--- src/rtl/hilo_mdu_ctrl.sv ---
// HI/LO special-register sequencer: iterative MULTU/DIVU (one bit per cycle),
// MTHI/MTLO writes, MFHI/MFLO read enables, and pipeline stall generation.
module hilo_mdu_ctrl #(
    parameter int WIDTH = 32
) (
    input  logic             clk,
    input  logic             rst,
    input  logic             op_valid,
    input  logic [2:0]       op,
    input  logic [WIDTH-1:0] op_a,
    input  logic [WIDTH-1:0] op_b,
    output logic             op_ready,
    output logic             stall,
    output logic             busy,
    output logic             div_zero,
    output logic             hi_rr,
    output logic             lo_rr,
    output logic             hi_rw,
    output logic             lo_rw,
    output logic [WIDTH-1:0] hi_wdata,
    output logic [WIDTH-1:0] lo_wdata
);
    localparam int CW = (WIDTH > 1) ? $clog2(WIDTH) : 1;

    localparam logic [1:0] S_IDLE   = 2'd0;
    localparam logic [1:0] S_MUL    = 2'd1;
    localparam logic [1:0] S_DIV    = 2'd2;
    localparam logic [1:0] S_COMMIT = 2'd3;

    localparam logic [2:0] OP_MULTU = 3'd0;
    localparam logic [2:0] OP_DIVU  = 3'd1;
    localparam logic [2:0] OP_MTHI  = 3'd2;
    localparam logic [2:0] OP_MTLO  = 3'd3;
    localparam logic [2:0] OP_MFHI  = 3'd4;
    localparam logic [2:0] OP_MFLO  = 3'd5;

    logic [1:0]       state_q, state_d;
    logic [CW-1:0]    cnt_q, cnt_d;
    logic [WIDTH-1:0] hi_acc_q, hi_acc_d;
    logic [WIDTH-1:0] lo_acc_q, lo_acc_d;
    logic [WIDTH-1:0] b_q, b_d;
    logic [WIDTH-1:0] hi_wdata_q, hi_wdata_d;
    logic [WIDTH-1:0] lo_wdata_q, lo_wdata_d;
    logic             hi_rw_q, hi_rw_d;
    logic             lo_rw_q, lo_rw_d;
    logic             div_zero_q, div_zero_d;

    logic             accept;
    logic             last_iter;
    logic [WIDTH:0]   add_sum;
    logic [WIDTH:0]   div_shift;
    logic [WIDTH:0]   div_diff;
    logic             div_ge;

    assign op_ready  = (state_q == S_IDLE);
    assign busy      = (state_q != S_IDLE);
    assign accept    = op_valid && op_ready && (op <= OP_MTLO);
    assign stall     = op_valid && !op_ready && (op <= OP_MFLO);
    assign hi_rr     = op_valid && (op == OP_MFHI) && op_ready;
    assign lo_rr     = op_valid && (op == OP_MFLO) && op_ready;

    assign hi_rw     = hi_rw_q;
    assign lo_rw     = lo_rw_q;
    assign hi_wdata  = hi_wdata_q;
    assign lo_wdata  = lo_wdata_q;
    assign div_zero  = div_zero_q;

    // Multiply: hi_acc holds the running upper half, lo_acc the multiplier
    // shifting out LSB-first while product bits shift in from the top.
    assign add_sum   = {1'b0, hi_acc_q} + {1'b0, b_q};
    // Divide: hi_acc is the partial remainder, lo_acc the dividend shifting
    // out MSB-first while quotient bits shift in at the bottom.
    assign div_shift = {hi_acc_q, lo_acc_q[WIDTH-1]};
    assign div_diff  = div_shift - {1'b0, b_q};
    // remainder < divisor keeps the shifted value below 2*divisor, so a
    // successful subtract always clears the top bit and a borrow always sets it
    assign div_ge    = !div_diff[WIDTH];
    assign last_iter = (cnt_q == CW'(WIDTH - 1));

    always_comb begin
        state_d    = state_q;
        cnt_d      = cnt_q;
        hi_acc_d   = hi_acc_q;
        lo_acc_d   = lo_acc_q;
        b_d        = b_q;
        hi_wdata_d = hi_wdata_q;
        lo_wdata_d = lo_wdata_q;
        hi_rw_d    = 1'b0;
        lo_rw_d    = 1'b0;
        div_zero_d = 1'b0;
        case (state_q)
            S_IDLE: begin
                if (accept) begin
                    case (op)
                        OP_MULTU: begin
                            hi_acc_d = '0;
                            lo_acc_d = op_b;
                            b_d      = op_a;
                            cnt_d    = '0;
                            state_d  = S_MUL;
                        end
                        OP_DIVU: begin
                            if (op_b == '0) begin
                                hi_wdata_d = op_a;
                                lo_wdata_d = '1;
                                hi_rw_d    = 1'b1;
                                lo_rw_d    = 1'b1;
                                div_zero_d = 1'b1;
                                state_d    = S_COMMIT;
                            end else begin
                                hi_acc_d = '0;
                                lo_acc_d = op_a;
                                b_d      = op_b;
                                cnt_d    = '0;
                                state_d  = S_DIV;
                            end
                        end
                        OP_MTHI: begin
                            hi_wdata_d = op_a;
                            hi_rw_d    = 1'b1;
                            state_d    = S_COMMIT;
                        end
                        OP_MTLO: begin
                            lo_wdata_d = op_a;
                            lo_rw_d    = 1'b1;
                            state_d    = S_COMMIT;
                        end
                        default: ;
                    endcase
                end
            end
            S_MUL: begin
                if (lo_acc_q[0]) begin
                    {hi_acc_d, lo_acc_d} = {add_sum, lo_acc_q[WIDTH-1:1]};
                end else begin
                    {hi_acc_d, lo_acc_d} = {1'b0, hi_acc_q, lo_acc_q[WIDTH-1:1]};
                end
                cnt_d = cnt_q + CW'(1);
                if (last_iter) begin
                    hi_wdata_d = hi_acc_d;
                    lo_wdata_d = lo_acc_d;
                    hi_rw_d    = 1'b1;
                    lo_rw_d    = 1'b1;
                    state_d    = S_COMMIT;
                end
            end
            S_DIV: begin
                hi_acc_d = div_ge ? div_diff[WIDTH-1:0] : div_shift[WIDTH-1:0];
                lo_acc_d = {lo_acc_q[WIDTH-2:0], div_ge};
                cnt_d    = cnt_q + CW'(1);
                if (last_iter) begin
                    hi_wdata_d = hi_acc_d;
                    lo_wdata_d = lo_acc_d;
                    hi_rw_d    = 1'b1;
                    lo_rw_d    = 1'b1;
                    state_d    = S_COMMIT;
                end
            end
            default: begin
                state_d = S_IDLE;
            end
        endcase
    end

    always_ff @(posedge clk or posedge rst) begin
        if (rst) begin
            state_q    <= S_IDLE;
            cnt_q      <= '0;
            hi_acc_q   <= '0;
            lo_acc_q   <= '0;
            b_q        <= '0;
            hi_wdata_q <= '0;
            lo_wdata_q <= '0;
            hi_rw_q    <= 1'b0;
            lo_rw_q    <= 1'b0;
            div_zero_q <= 1'b0;
        end else begin
            state_q    <= state_d;
            cnt_q      <= cnt_d;
            hi_acc_q   <= hi_acc_d;
            lo_acc_q   <= lo_acc_d;
            b_q        <= b_d;
            hi_wdata_q <= hi_wdata_d;
            lo_wdata_q <= lo_wdata_d;
            hi_rw_q    <= hi_rw_d;
            lo_rw_q    <= lo_rw_d;
            div_zero_q <= div_zero_d;
        end
    end
endmodule

--- config.mk ---
export PLATFORM = sky130hd
export DESIGN_NAME = hilo_mdu_ctrl
export DESIGN_NICKNAME = d
export VERILOG_FILES = /design/src/rtl/hilo_mdu_ctrl.sv
export SDC_FILE = /design/constraint.sdc
export NUM_CORES = 1
export LEC_CHECK = 0
export ABC_AREA = 1
export CAP_MARGIN = 10
export CORE_MARGIN = 10
export CORE_UTILIZATION = 45
export CTS_CLUSTER_SIZE = 30
export DETAILED_ROUTE_END_ITERATION = 10
export PLACE_DENSITY = 0.65
export REMOVE_ABC_BUFFERS = 1
export SLEW_MARGIN = 20
export SYNTH_ARGS = -nofsm -noshare
export SYNTH_HDL_FRONTEND = slang
export SYNTH_SLANG_ARGS = --single-unit
--- constraint.sdc ---
create_clock -name clk -period 7.2 [get_ports clk]
set_input_delay 0.72 -clock clk [delete_from_list [all_inputs] [get_ports clk]]
set_output_delay 0.72 -clock clk [all_outputs]
set_load 0.005 [all_outputs]
==> results of run 1 <==
==> cell type report <==
| type | count | area (sq um) |
|---|---|---|
| tap | 442 | 553 |
| timing repair buffer | 158 | 1550 |
| clock buffer | 17 | 425 |
| fill | 3390 | 15400 |
| multi-input combinational | 1763 | 8610 |
| clock inverter | 14 | 183 |
| sequential | 170 | 4250 |
| inverter | 422 | 1590 |
==> synthesized netlist by cell type, drive strengths merged, types with 3 or more instances <==
library cell	n	area (sq um)
nand2	840	3200
nor3	12	76.3
nand3	171	878
buf	39	238
a21oi	124	639
o21ai	196	981
o22ai	31	194
xnor2	9	78.8
o211ai	37	278
nand4	8	50.1
inv	421	1580
o21bai	4	30.0
xor2	5	43.8
nand3b	14	105
a31oi	3	18.8
a21boi	28	214
or2	5	31.3
nor4	8	50.1
ha	70	876
dfrtp	170	4250
clkbuf	56	210
nor2	185	709
and2	3	18.8
==> worst min-delay path by stage <==
stage | from | end | slack [ns] | cells after the start
after floorplan | cnt_q[4] | cnt_q[4] | 0.45 | 2
after global placement | cnt_q[4] | cnt_q[4] | 0.47 | 2
after detailed placement | cnt_q[4] | cnt_q[4] | 0.47 | 2
after CTS | cnt_q[4] | cnt_q[4] | 0.49 | 2
after global routing | lo_wdata[27] | lo_wdata[27] | 0.52 | 2
final | cnt_q[4] | cnt_q[4] | 0.49 | 2
==> flip-flops by register name, indices dropped and copies added, names as in the netlist <==
register / flops
div_zero: 1
b_q: 32
lo_rw: 1
lo_acc_q: 32
hi_wdata: 32
hi_rw: 1
hi_acc_q: 32
state_q: 2
cnt_q: 5
lo_wdata: 32
==> stage by stage <==
| step | worst slack [ns] | hold slack [ns] | instances | power (mW) | cell area, sq um |
|---|---|---|---|---|---|
| after floorplan | 1.76 | 0.448 | 2355 | 6.03 | 14400 |
| after global placement | 2.91 | 0.468 | 2955 | 8.16 | 16600 |
| after detailed placement | 2.85 | 0.470 | 2955 | 8.24 | 16600 |
| after CTS | 3.30 | 0.488 | 2986 | 9.25 | 17200 |
| after global routing | 3.41 | 0.522 | 2986 | 10.2 | 17200 |
| final | 3.52 | 0.492 | 2986 | 9.26 | 17200 |
==> power by group through the flow <==
stage | registers (mW) | logic, mW | clock network (mW)
after floorplan | 1.73 | 4.30 | 0
after global placement | 1.83 | 6.34 | 0
after detailed placement | 1.82 | 6.41 | 0
after CTS | 1.81 | 6.44 | 0.998
after global routing | 1.87 | 7.29 | 1.04
final | 1.81 | 6.46 | 0.983
==> worst min-delay path, stage by stage (launching register included) <==
cell,delay (ns)
sky130_fd_sc_hd__dfrtp_1,0.36
sky130_fd_sc_hd__nand2_1,0.06
sky130_fd_sc_hd__nand2_1,0.05
==> metal layers <==
| layer | share of wire [%] | up-vias |
|---|---|---|
| met3 | 5.2 | 96 |
| li1 | - | 7892 |
| met1 | 43 | 7227 |
| met5 | 0 | - |
| met2 | 48 | 522 |
| met4 | 3.9 | 0 |
==> cell families after synthesis <==
| logic type | after synthesis |
|---|---|
| AO/OA/AOI/OAI | 430 |
| XOR/XNOR | 14 |
| flip-flops | 170 |
| adder cells (fa/ha/maj) | 72 |
| buffers and inverters | 517 |
| AND/OR/NAND/NOR | 1247 |
==> layout by cell type (no fill, tap or decap), types with 24 or more instances in the layout <==
cell / count
sky130_fd_sc_hd__a21boi_1: 24
sky130_fd_sc_hd__a21oi_1: 121
sky130_fd_sc_hd__clkdlybuf4s50_1: 141
sky130_fd_sc_hd__dfrtp_1: 170
sky130_fd_sc_hd__ha_1: 69
sky130_fd_sc_hd__inv_1: 414
sky130_fd_sc_hd__nand2_1: 828
sky130_fd_sc_hd__nand3_1: 168
sky130_fd_sc_hd__nor2_1: 181
sky130_fd_sc_hd__o211ai_1: 37
sky130_fd_sc_hd__o21ai_0: 160
sky130_fd_sc_hd__o21ai_1: 35
sky130_fd_sc_hd__o22ai_1: 31
==> results by group, run 1 <==
GRT
  – Global-route wire length before repair: ~83000 um
  – Maximum number of pins on one net before global-route repair: 129
  – Busiest metal layer after global routing: met2
  – Met2 layer usage reported by global route: 43.6%
  – Antenna violations before repair: 0
  – Global-route total usage across every layer: 25.5%
  – Final global-route overflow total: 0
  – Global-route met1 utilization: about a third
  – Met3 GRT Util: approximately 3.3%
  – Via count of the first global-routing pass: between 10000 and 15000

Floorplan
  – Core Footprint: 32500 sq um
  – Number of top-level design ports: 142
  – Overall die width: 202 um
  – Vert. Die Dim: 202 um
  – Standard-cell row count: 66
  – Starting utilization of the core area: 45.7%
  – Die Footprint: 40700 sq um

Min path
  – HP Class: reg2reg

STA
  – Final worst path period share: 51.1%
  – Clock skew: 0.0131 ns
  – Slew Viols, Final: 0
  – Finish-stage setup viols: 0
  – Time the final worst path needs with I/O delays and setup: 3.68 ns
  – Max_slew headroom: 26.2%
  – Final hold violations: 0
  – Actual slew at the worst max-slew pin: 1.11 ns
  – Timing-limited maximum frequency: between 0.2 and 0.3 GHz
  – Unrepaired setup endpoints after global routing: no
  – Fin Setup TNS: 0 ns

CTS
  – Root Driver: sky130_fd_sc_hd__clkbuf_16
  – Buffer depth of the longest clock path: 2
  – TritonCTS Buffers: 17
  – Post-CTS Setup Inserts: 0
  – Clk pin slew, worst setup/hold paths: 0.08 ns
  – Hold-fix buffer count after cts: 0
  – Maximum level of the CTS H-tree: 4
  – Clock tree from TritonCTS: yes
  – Clock network latency to the later pin of the worst-skew pair: 0.44 ns
  – Clock sink count: 170
  – Resized cells post-CTS: 0

Cells and area
  – Layout cell share with drive strength beyond 1: under 10%
  – Number of antenna cells inserted: 0
  – Number of nets in the final layout: 2674
  – Utilization after layout: 52.7%
  – Area Overhead vs Synth: 15.5%

Logic synthesis
  – Portion of netlist area occupied by mux cells: 0%
  – Compound-gate portion of the synthesized area: 16.2%
  – Simple-gate portion of the synthesized area: 34.5%
  – Synth Flop Type: sky130_fd_sc_hd__dfrtp_1
  – Synthesized instance count: 2450
  – Parity-gate share of the synthesized area counting xor and xnor cells: 0.825%
  – Combinational family with the most area after synthesis: simple AND/OR/NAND/NOR gates
  – Async set or reset register ratio after synthesis: 100%
  – Fraction of the mapped netlist area in adder cells: 6.16%
  – Syn Area/Cell: slightly above 6 sq um
  – Yosys synthesis warning count: 0
  – Sequential cell area fraction in the yosys report: 28.6%
  – Number of distinct library cell variants in the gate-level netlist after synthesis: between 40 and 50
  – Yosys reg bits: 170
  – Count of flip-flops with a built-in enable after synthesis: 0
  – Cell Area, Synth: 14900 sq um

Place
  – Detail Placement HPWL: around 41000 um
  – Number of buffers added on ports: 141
  – Final estimated routing congestion in global placement: 0.970

Setup path
  – Critical Path AT: 4.03 ns
  – Largest fanout on the critical path: 42
  – R2R Setup Slk: between 3 and 4 ns
  – Capture point of the worst path: hi_wdata[11]
  – Slowest CP cell: sky130_fd_sc_hd__nor4_1
  – Cells along the critical path: clkdlybuf4s50_1 > nor4_1 > nand4_1 > nor2_1 > inv_1 > nand3_1 > nand3_2 > buf_4 > nand2_1 > a21boi_1
  – Longest individual stage delay on the worst path: a little over 0.7 ns
  – CP startpoint kind: input pin
  – Crit Path Category: in2reg
  – Data required time at the worst endpoint: 7.55 ns
  – Nature of the critical path endpoint: flip-flop
  – Stages on worst setup path: 10
  – RR Endpoint: hi_acc_q[8]
  – Startpoint of the most critical setup path: op_b[0]
  – Worst path top cell family by delay: simple AND/OR/NAND/NOR gates
  – Origin of the critical flop-to-flop path: lo_acc_q[31]
  – Number of buffers and inverters on the critical path: 3
  – Depth of the most critical reg-to-reg path: 18

Run status
  – Status: completed

Power
  – Clk network pwr share: between 10% and 20%
  – Largest vdd supply drop: 0.696 mV
  – Pleak: 9.37 nW
  – Switching power summed over all nets: 5.07 mW
  – Internal power component: about 4.2 mW
  – Power share of the combinational group: 69.8%
  – Switching Share: 54.8%
  – Seq pwr share: 19.6%
  – Power density over the cells: approximately 540 nW/um^2

Run
  – Max-Cap Viols: 0

Routing
  – Number of vias after detailed routing: about 16000
  – Violation count after the first detailed-route iteration: 1292
  – First-pass DRT Iterations: 7
  – Routed Antenna Nets: 0
  – Routed length per instance: 17.8 um
  – Count of unresolved DRC violations after routing: 0
  – Total Wirelength: 53100 um
  – Ratio of routed vias to standard cells: 5.27
Power figures use the tool's default switching activity.
==> run 2: changes to the inputs <==
clock period = 3.6 ns   (was 7.2 ns; I/O delays follow)
==> results by group, run 2 (same netlist as run 1, synthesis figures left out) <==
CTS
  – Clock tree from TritonCTS: yes
  – Buffer depth of the longest clock path: 2 (unchanged)
  – Root Driver: sky130_fd_sc_hd__clkbuf_16
  – Post-CTS Setup Inserts: 0 (unchanged)
  – Clock sink count: 170 (unchanged)
  – Clk pin slew, worst setup/hold paths: 0.08 ns (about the same)
  – Maximum level of the CTS H-tree: 4 (unchanged)
  – TritonCTS Buffers: 17 (unchanged)
  – Clock network latency to the later pin of the worst-skew pair: 0.45 ns (about the same)
  – Hold-fix buffer count after cts: 0 (unchanged)
  – Resized cells post-CTS: 0 (unchanged)

GRT
  – Global-route total usage across every layer: 25.8% (+0.29 points)
  – Global-route wire length before repair: 83300 um (about the same)
  – Final global-route overflow total: 0 (unchanged)
  – Via count of the first global-routing pass: 14800 (-1.4%)
  – Maximum number of pins on one net before global-route repair: 102 (-21%)
  – Antenna violations before repair: 0 (unchanged)

Place
  – Number of buffers added on ports: 141 (unchanged)
  – Final estimated routing congestion in global placement: 1.01 (+4.0%)
  – Cell area after placement: 16700 sq um (+1.0%)
  – Detail Placement HPWL: 43300 um (+4.5%)

Setup path
  – Crit Path Category: reg2reg
  – RR Endpoint: hi_wdata[11]
  – R2R Setup Slk: 0.42 ns (-3.46 ns)
  – Largest fanout on the critical path: 13 (-69%)
  – Startpoint of the most critical setup path: hi_acc_q[0]
  – Data required time at the worst endpoint: 3.92 ns (-3.63 ns)
  – CP startpoint kind: flip-flop
  – Critical Path AT: 3.50 ns (-0.53 ns)
  – Origin of the critical flop-to-flop path: hi_acc_q[0]
  – Depth of the most critical reg-to-reg path: 18 (unchanged)
  – Nature of the critical path endpoint: flip-flop
  – Capture point of the worst path: hi_wdata[11]

Cells and area
  – Utilization after layout: 53.3% (+0.55 points)
  – Layout cell share with drive strength beyond 1: 4.25% (+0.79 points)
  – Area Overhead vs Synth: 16.7%
  – Number of antenna cells inserted: 0 (unchanged)
  – Leading cell type in the layout, fill and taps excluded: sky130_fd_sc_hd__nand2_1
  – Most used cells in the layout excluding fill and tap cells: sky130_fd_sc_hd__nand2_1, sky130_fd_sc_hd__inv_1, sky130_fd_sc_hd__nor2_1
  – Final instance area: 17300 sq um (+1.0%)
  – Number of nets in the final layout: 2695 (+0.79%)

Routing
  – Ratio of routed vias to standard cells: 5.27 (about the same)
  – Routed length per instance: 17.9 um (+0.69%)
  – First-pass DRT Iterations: 6 (-1)
  – Total Wirelength: 53900 um (+1.4%)
  – Violation count after the first detailed-route iteration: 1316 (+1.9%)
  – Routed Antenna Nets: 0 (unchanged)
  – Count of unresolved DRC violations after routing: 0 (unchanged)
  – Number of vias after detailed routing: 15900 (+0.78%)

Floorplan
  – Starting utilization of the core area: 45.7% (unchanged)
  – Overall die width: 202 um (unchanged)
  – Die Footprint: 40700 sq um (unchanged)
  – Number of top-level design ports: 142 (unchanged)
  – Vert. Die Dim: 202 um (unchanged)
  – Core Footprint: 32500 sq um (unchanged)
  – Standard-cell row count: 66 (unchanged)

STA
  – Fin Setup TNS: 0 ns (unchanged)
  – Max_slew headroom: 29.0% (+2.8 points)
  – Actual slew at the worst max-slew pin: 1.06 ns (-0.0446 ns)
  – Clock skew: 0.0157 ns (+0.00260 ns)
  – Time the final worst path needs with I/O delays and setup: 3.18 ns
  – Slew Viols, Final: 0 (unchanged)
  – Timing-limited maximum frequency: 0.314 GHz
  – Final hold violations: 0 (unchanged)
  – Finish-stage setup viols: 0 (unchanged)
  – Worst hold margin: 0.361 ns (-0.131 ns)
  – Unrepaired setup endpoints after global routing: no
  – Final worst path period share: between 80% and 90%

Power
  – Largest vdd supply drop: 0.819 mV (+18%)
  – Pleak: 9.49 nW (+1.2%)
  – Power density over the cells: 1080 nW/um^2 (+100%)

Run
  – Max-Cap Viols: 0 (unchanged)

Min path
  – HP Class: in2async

Run status
  – Status: completed
-- run 2: cell count changes in the layout (fill, tap and decap cells not counted), moves of 2 or more --
cell,change
sky130_fd_sc_hd__clkinv_8,+2
sky130_fd_sc_hd__buf_4,+20
sky130_fd_sc_hd__clkinv_4,+3
sky130_fd_sc_hd__clkinv_2,-2
-- run 2: layer usage --
metal / global-route usage (%) / share of wire, %
met1: 32.3 / 43
met2: 43.8 / 47
met3: 3.79 / 6.1
met4: 10.1 / 3.9
met5: 0 / 0
-- run 2: worst min-delay path by stage --
| stage | startpoint | end | slack (ns) | cells after the start |
|---|---|---|---|---|
| global placement | cnt_q[4] | cnt_q[4] | 0.46 | 2 |
| floorplan | cnt_q[4] | cnt_q[4] | 0.45 | 2 |
| detailed placement | lo_wdata[30] | lo_wdata[30] | 0.47 | 2 |
| CTS | rst | cnt_q[1] | 0.41 | 2 |
| global route | rst | cnt_q[1] | 0.41 | 2 |
| finish | rst | cnt_q[1] | 0.36 | 2 |
-- run 2: metrics by stage --
stage / power [mW] / instances / setup WS (ns)
5_1_grt: 20.5 / 3008 / 0.149
2_1_floorplan: 11.7 / 2355 / -1.48
3_3_place_gp: 16.5 / 2976 / -0.0728
3_5_place_dp: 16.7 / 2976 / 0.0146
6_report: 18.7 / 3008 / 0.417
4_1_cts: 18.7 / 3008 / 0.485
-- run 2: worst max-delay path, stage by stage (launching register included) --
cell,delay (ns)
sky130_fd_sc_hd__dfrtp_1,0.60
sky130_fd_sc_hd__inv_1,0.15
sky130_fd_sc_hd__fa_1,0.47
sky130_fd_sc_hd__inv_1,0.11
sky130_fd_sc_hd__nand2_1,0.06
sky130_fd_sc_hd__nand2_1,0.07
sky130_fd_sc_hd__nand3_1,0.09
sky130_fd_sc_hd__nand2_2,0.13
sky130_fd_sc_hd__nand2_2,0.07
sky130_fd_sc_hd__nand2_2,0.08
sky130_fd_sc_hd__nand2_4,0.08
sky130_fd_sc_hd__nand2_4,0.08
sky130_fd_sc_hd__nand2_2,0.15
sky130_fd_sc_hd__nand2_1,0.45
sky130_fd_sc_hd__nand2_1,0.09
sky130_fd_sc_hd__nand3_1,0.09
sky130_fd_sc_hd__nand2_1,0.05
sky130_fd_sc_hd__nand2_1,0.14
sky130_fd_sc_hd__a21boi_1,0.10
-- run 2: area by class of cell --
type / count / area, sq um
clock buffer: 18 / 439
clock inverter: 14 / 181
inverter: 422 / 1590
tap: 442 / 553
timing repair buffer: 179 / 1720
sequential: 170 / 4250
multi-input combinational: 1763 / 8600
fill: 3376 / 15200
-- run 2: where the power goes --
part           leakage, nW  internal (mW)  switching [mW]
clock                0.300           1.07           0.905
combinational         7.13           4.48            8.61
sequential            2.06           2.89           0.766
==> run 3: changes to the inputs <==
CORE_UTILIZATION = 40   (was 45)
PLACE_DENSITY = unset   (was 0.65)
SLEW_MARGIN = unset   (was 20)
==> results by group, run 3 (same netlist as run 1, synthesis figures left out) <==
Run status
  – Status: completed

Power
  – Largest vdd supply drop: 0.717 mV (-12%)
  – Pleak: 9.54 nW (+0.59%)
  – Clk network pwr share: 10.6% (about the same)
  – Seq pwr share: 19.1% (-0.4 points)
  – Switching Share: 55.1% (+0.18 points)
  – Switching power summed over all nets: 10.6 mW (+2.9%)
  – Internal power component: 8.63 mW (+2.2%)
  – Power density over the cells: 1100 nW/um^2 (+1.8%)
  – Overall power: 19.2 mW (+2.6%)
  – Power share of the combinational group: 70.3% (+0.4 points)

Floorplan
  – Vert. Die Dim: 213 um (+5.5%)
  – Number of top-level design ports: 142 (unchanged)
  – Die Footprint: 45300 sq um (+11%)
  – Starting utilization of the core area: 40.6% (-5.1 points)
  – Core Footprint: 36600 sq um (+13%)
  – Overall die width: 213 um (+5.5%)
  – Standard-cell row count: 70 (+6.1%)

STA
  – Final worst path period share: 89.8% (+1.4 points)
  – Slew Viols, Final: 0 (unchanged)
  – Timing-limited maximum frequency: 0.309 GHz (-1.6%)
  – Max_slew headroom: 29.7% (+0.69 points)
  – Unrepaired setup endpoints after global routing: no
  – Final hold violations: 0 (unchanged)
  – Fin Setup TNS: 0 ns (unchanged)
  – Finish-stage setup viols: 0 (unchanged)
  – Actual slew at the worst max-slew pin: 1.05 ns (-0.00766 ns)
  – Time the final worst path needs with I/O delays and setup: 3.23 ns (+0.0517 ns)
  – Worst hold margin: 0.380 ns (+0.0190 ns)
  – Clock skew: 0.0145 ns (-0.00122 ns)

Setup path
  – Depth of the most critical reg-to-reg path: 13 (-5)
  – Critical Path AT: 3.52 ns (+0.02 ns)
  – Slowest CP cell: sky130_fd_sc_hd__nor4_1
  – Startpoint of the most critical setup path: op_b[16]
  – R2R Setup Slk: 0.48 ns (+0.06 ns)
  – Largest fanout on the critical path: 44 (+31)
  – CP startpoint kind: input pin
  – RR Endpoint: hi_wdata[15]
  – Capture point of the worst path: lo_acc_q[31]
  – Longest individual stage delay on the worst path: 0.79 ns (+0.19 ns)
  – Origin of the critical flop-to-flop path: hi_acc_q[0]
  – Crit Path Category: in2reg
  – Nature of the critical path endpoint: flip-flop
  – Data required time at the worst endpoint: 3.89 ns (-0.03 ns)
  – Cells along the critical path: clkdlybuf4s50_1 > nor4_1 > nand4_1 > nor2_1 > nand3_1 > nand3b_1 > buf_12 > buf_12 > nor2_1 > a21oi_1

Run
  – Max-Cap Viols: 0 (unchanged)

Cells and area
  – Layout cell share with drive strength beyond 1: 4.51% (+0.26 points)
  – Area Overhead vs Synth: 17.6%
  – Number of antenna cells inserted: 0 (unchanged)
  – Most used cells in the layout excluding fill and tap cells: sky130_fd_sc_hd__nand2_1, sky130_fd_sc_hd__inv_1, sky130_fd_sc_hd__nor2_1
  – Number of nets in the final layout: 2702 (+0.26%)
  – Leading cell type in the layout, fill and taps excluded: sky130_fd_sc_hd__nand2_1

CTS
  – Clock tree from TritonCTS: yes
  – Clock network latency to the later pin of the worst-skew pair: 0.46 ns (about the same)
  – TritonCTS Buffers: 17 (unchanged)
  – Resized cells post-CTS: 0 (unchanged)
  – Post-CTS Setup Inserts: 0 (unchanged)
  – Buffer depth of the longest clock path: 2 (unchanged)
  – Hold-fix buffer count after cts: 0 (unchanged)
  – Root Driver: sky130_fd_sc_hd__clkbuf_16
  – Maximum level of the CTS H-tree: 4 (unchanged)
  – Clk pin slew, worst setup/hold paths: 0.08 ns (about the same)
  – Clock sink count: 170 (unchanged)

Min path
  – HP Class: in2async

Routing
  – Routed Antenna Nets: 0 (unchanged)
  – First-pass DRT Iterations: 5 (-1)
  – Routed length per instance: 18.8 um (+5.1%)
  – Total Wirelength: 57200 um (+6.2%)
  – Count of unresolved DRC violations after routing: 0 (unchanged)
  – Ratio of routed vias to standard cells: 5.24 (-0.70%)
  – Violation count after the first detailed-route iteration: 1267 (-3.7%)
  – Number of vias after detailed routing: 15900 (+0.38%)

GRT
  – Maximum number of pins on one net before global-route repair: 102 (unchanged)
  – Final global-route overflow total: 0 (unchanged)
  – Antenna violations before repair: 0 (unchanged)
  – Global-route total usage across every layer: 25.2% (-0.62 points)
  – Via count of the first global-routing pass: 15400 (+4.4%)
  – Global-route wire length before repair: 88000 um (+5.6%)

Place
  – Detail Placement HPWL: 46000 um (+6.3%)
  – Number of buffers added on ports: 141 (unchanged)
  – Final estimated routing congestion in global placement: 0.948 (-6.1%)
-- run 3: through the flow --
stage	worst slack (ns)	utilization (%)	area [sq um]	cells
6_report	0.366	47.7	17500	3041
5_1_grt	0.300	47.7	17500	3041
4_1_cts	0.540	47.7	17500	3041
3_5_place_dp	0.0706	46.0	16800	3009
3_3_place_gp	0.130	46.0	16800	3009
2_1_floorplan	-1.48	-	14400	2355
-- run 3: worst min path at each step --
stage	start	end	slack, ns	cells after the start
after floorplan	cnt_q[4]	cnt_q[4]	0.45	2
after global placement	cnt_q[4]	cnt_q[4]	0.47	2
after detailed placement	lo_wdata[24]	lo_wdata[24]	0.48	2
after CTS	rst	lo_wdata[19]	0.42	2
after global routing	rst	lo_wdata[19]	0.43	2
final	rst	lo_wdata[19]	0.38	2
-- run 3: layer usage --
| layer | GRT usage, % | up-vias | wire length [um] |
|---|---|---|---|
| li1 | - | 7949 | - |
| met1 | 31.6 | 7391 | 24800 |
| met2 | 42.0 | 468 | 27000 |
| met3 | 3.01 | 112 | 2620 |
| met4 | 12.5 | 0 | 2760 |
| met5 | 0 | - | 0 |
-- run 3: critical path: cells and delay by family --
family                 cells  cell delay [ns]
buffers and inverters      3             0.90
AND/OR/NAND/NOR            6             1.79
AO/OA/AOI/OAI              1             0.45
-- run 3: final cells by class --
class	instances	area, sq um
multi-input cells	1763	8600
well taps	468	586
clock inverters	15	203
flip-flops and latches	170	4250
clock buffers	17	425
inverters	422	1590
repair buffers	186	1810
fillers	3869	19100
-- run 3: power by group through the flow --
stage	clock network [mW]	logic [mW]	registers, mW
floorplan	0	8.28	3.43
global placement	0	13.4	3.69
detailed placement	0	13.4	3.69
CTS	2.08	13.5	3.67
global route	2.14	15.1	3.76
finish	2.04	13.5	3.67
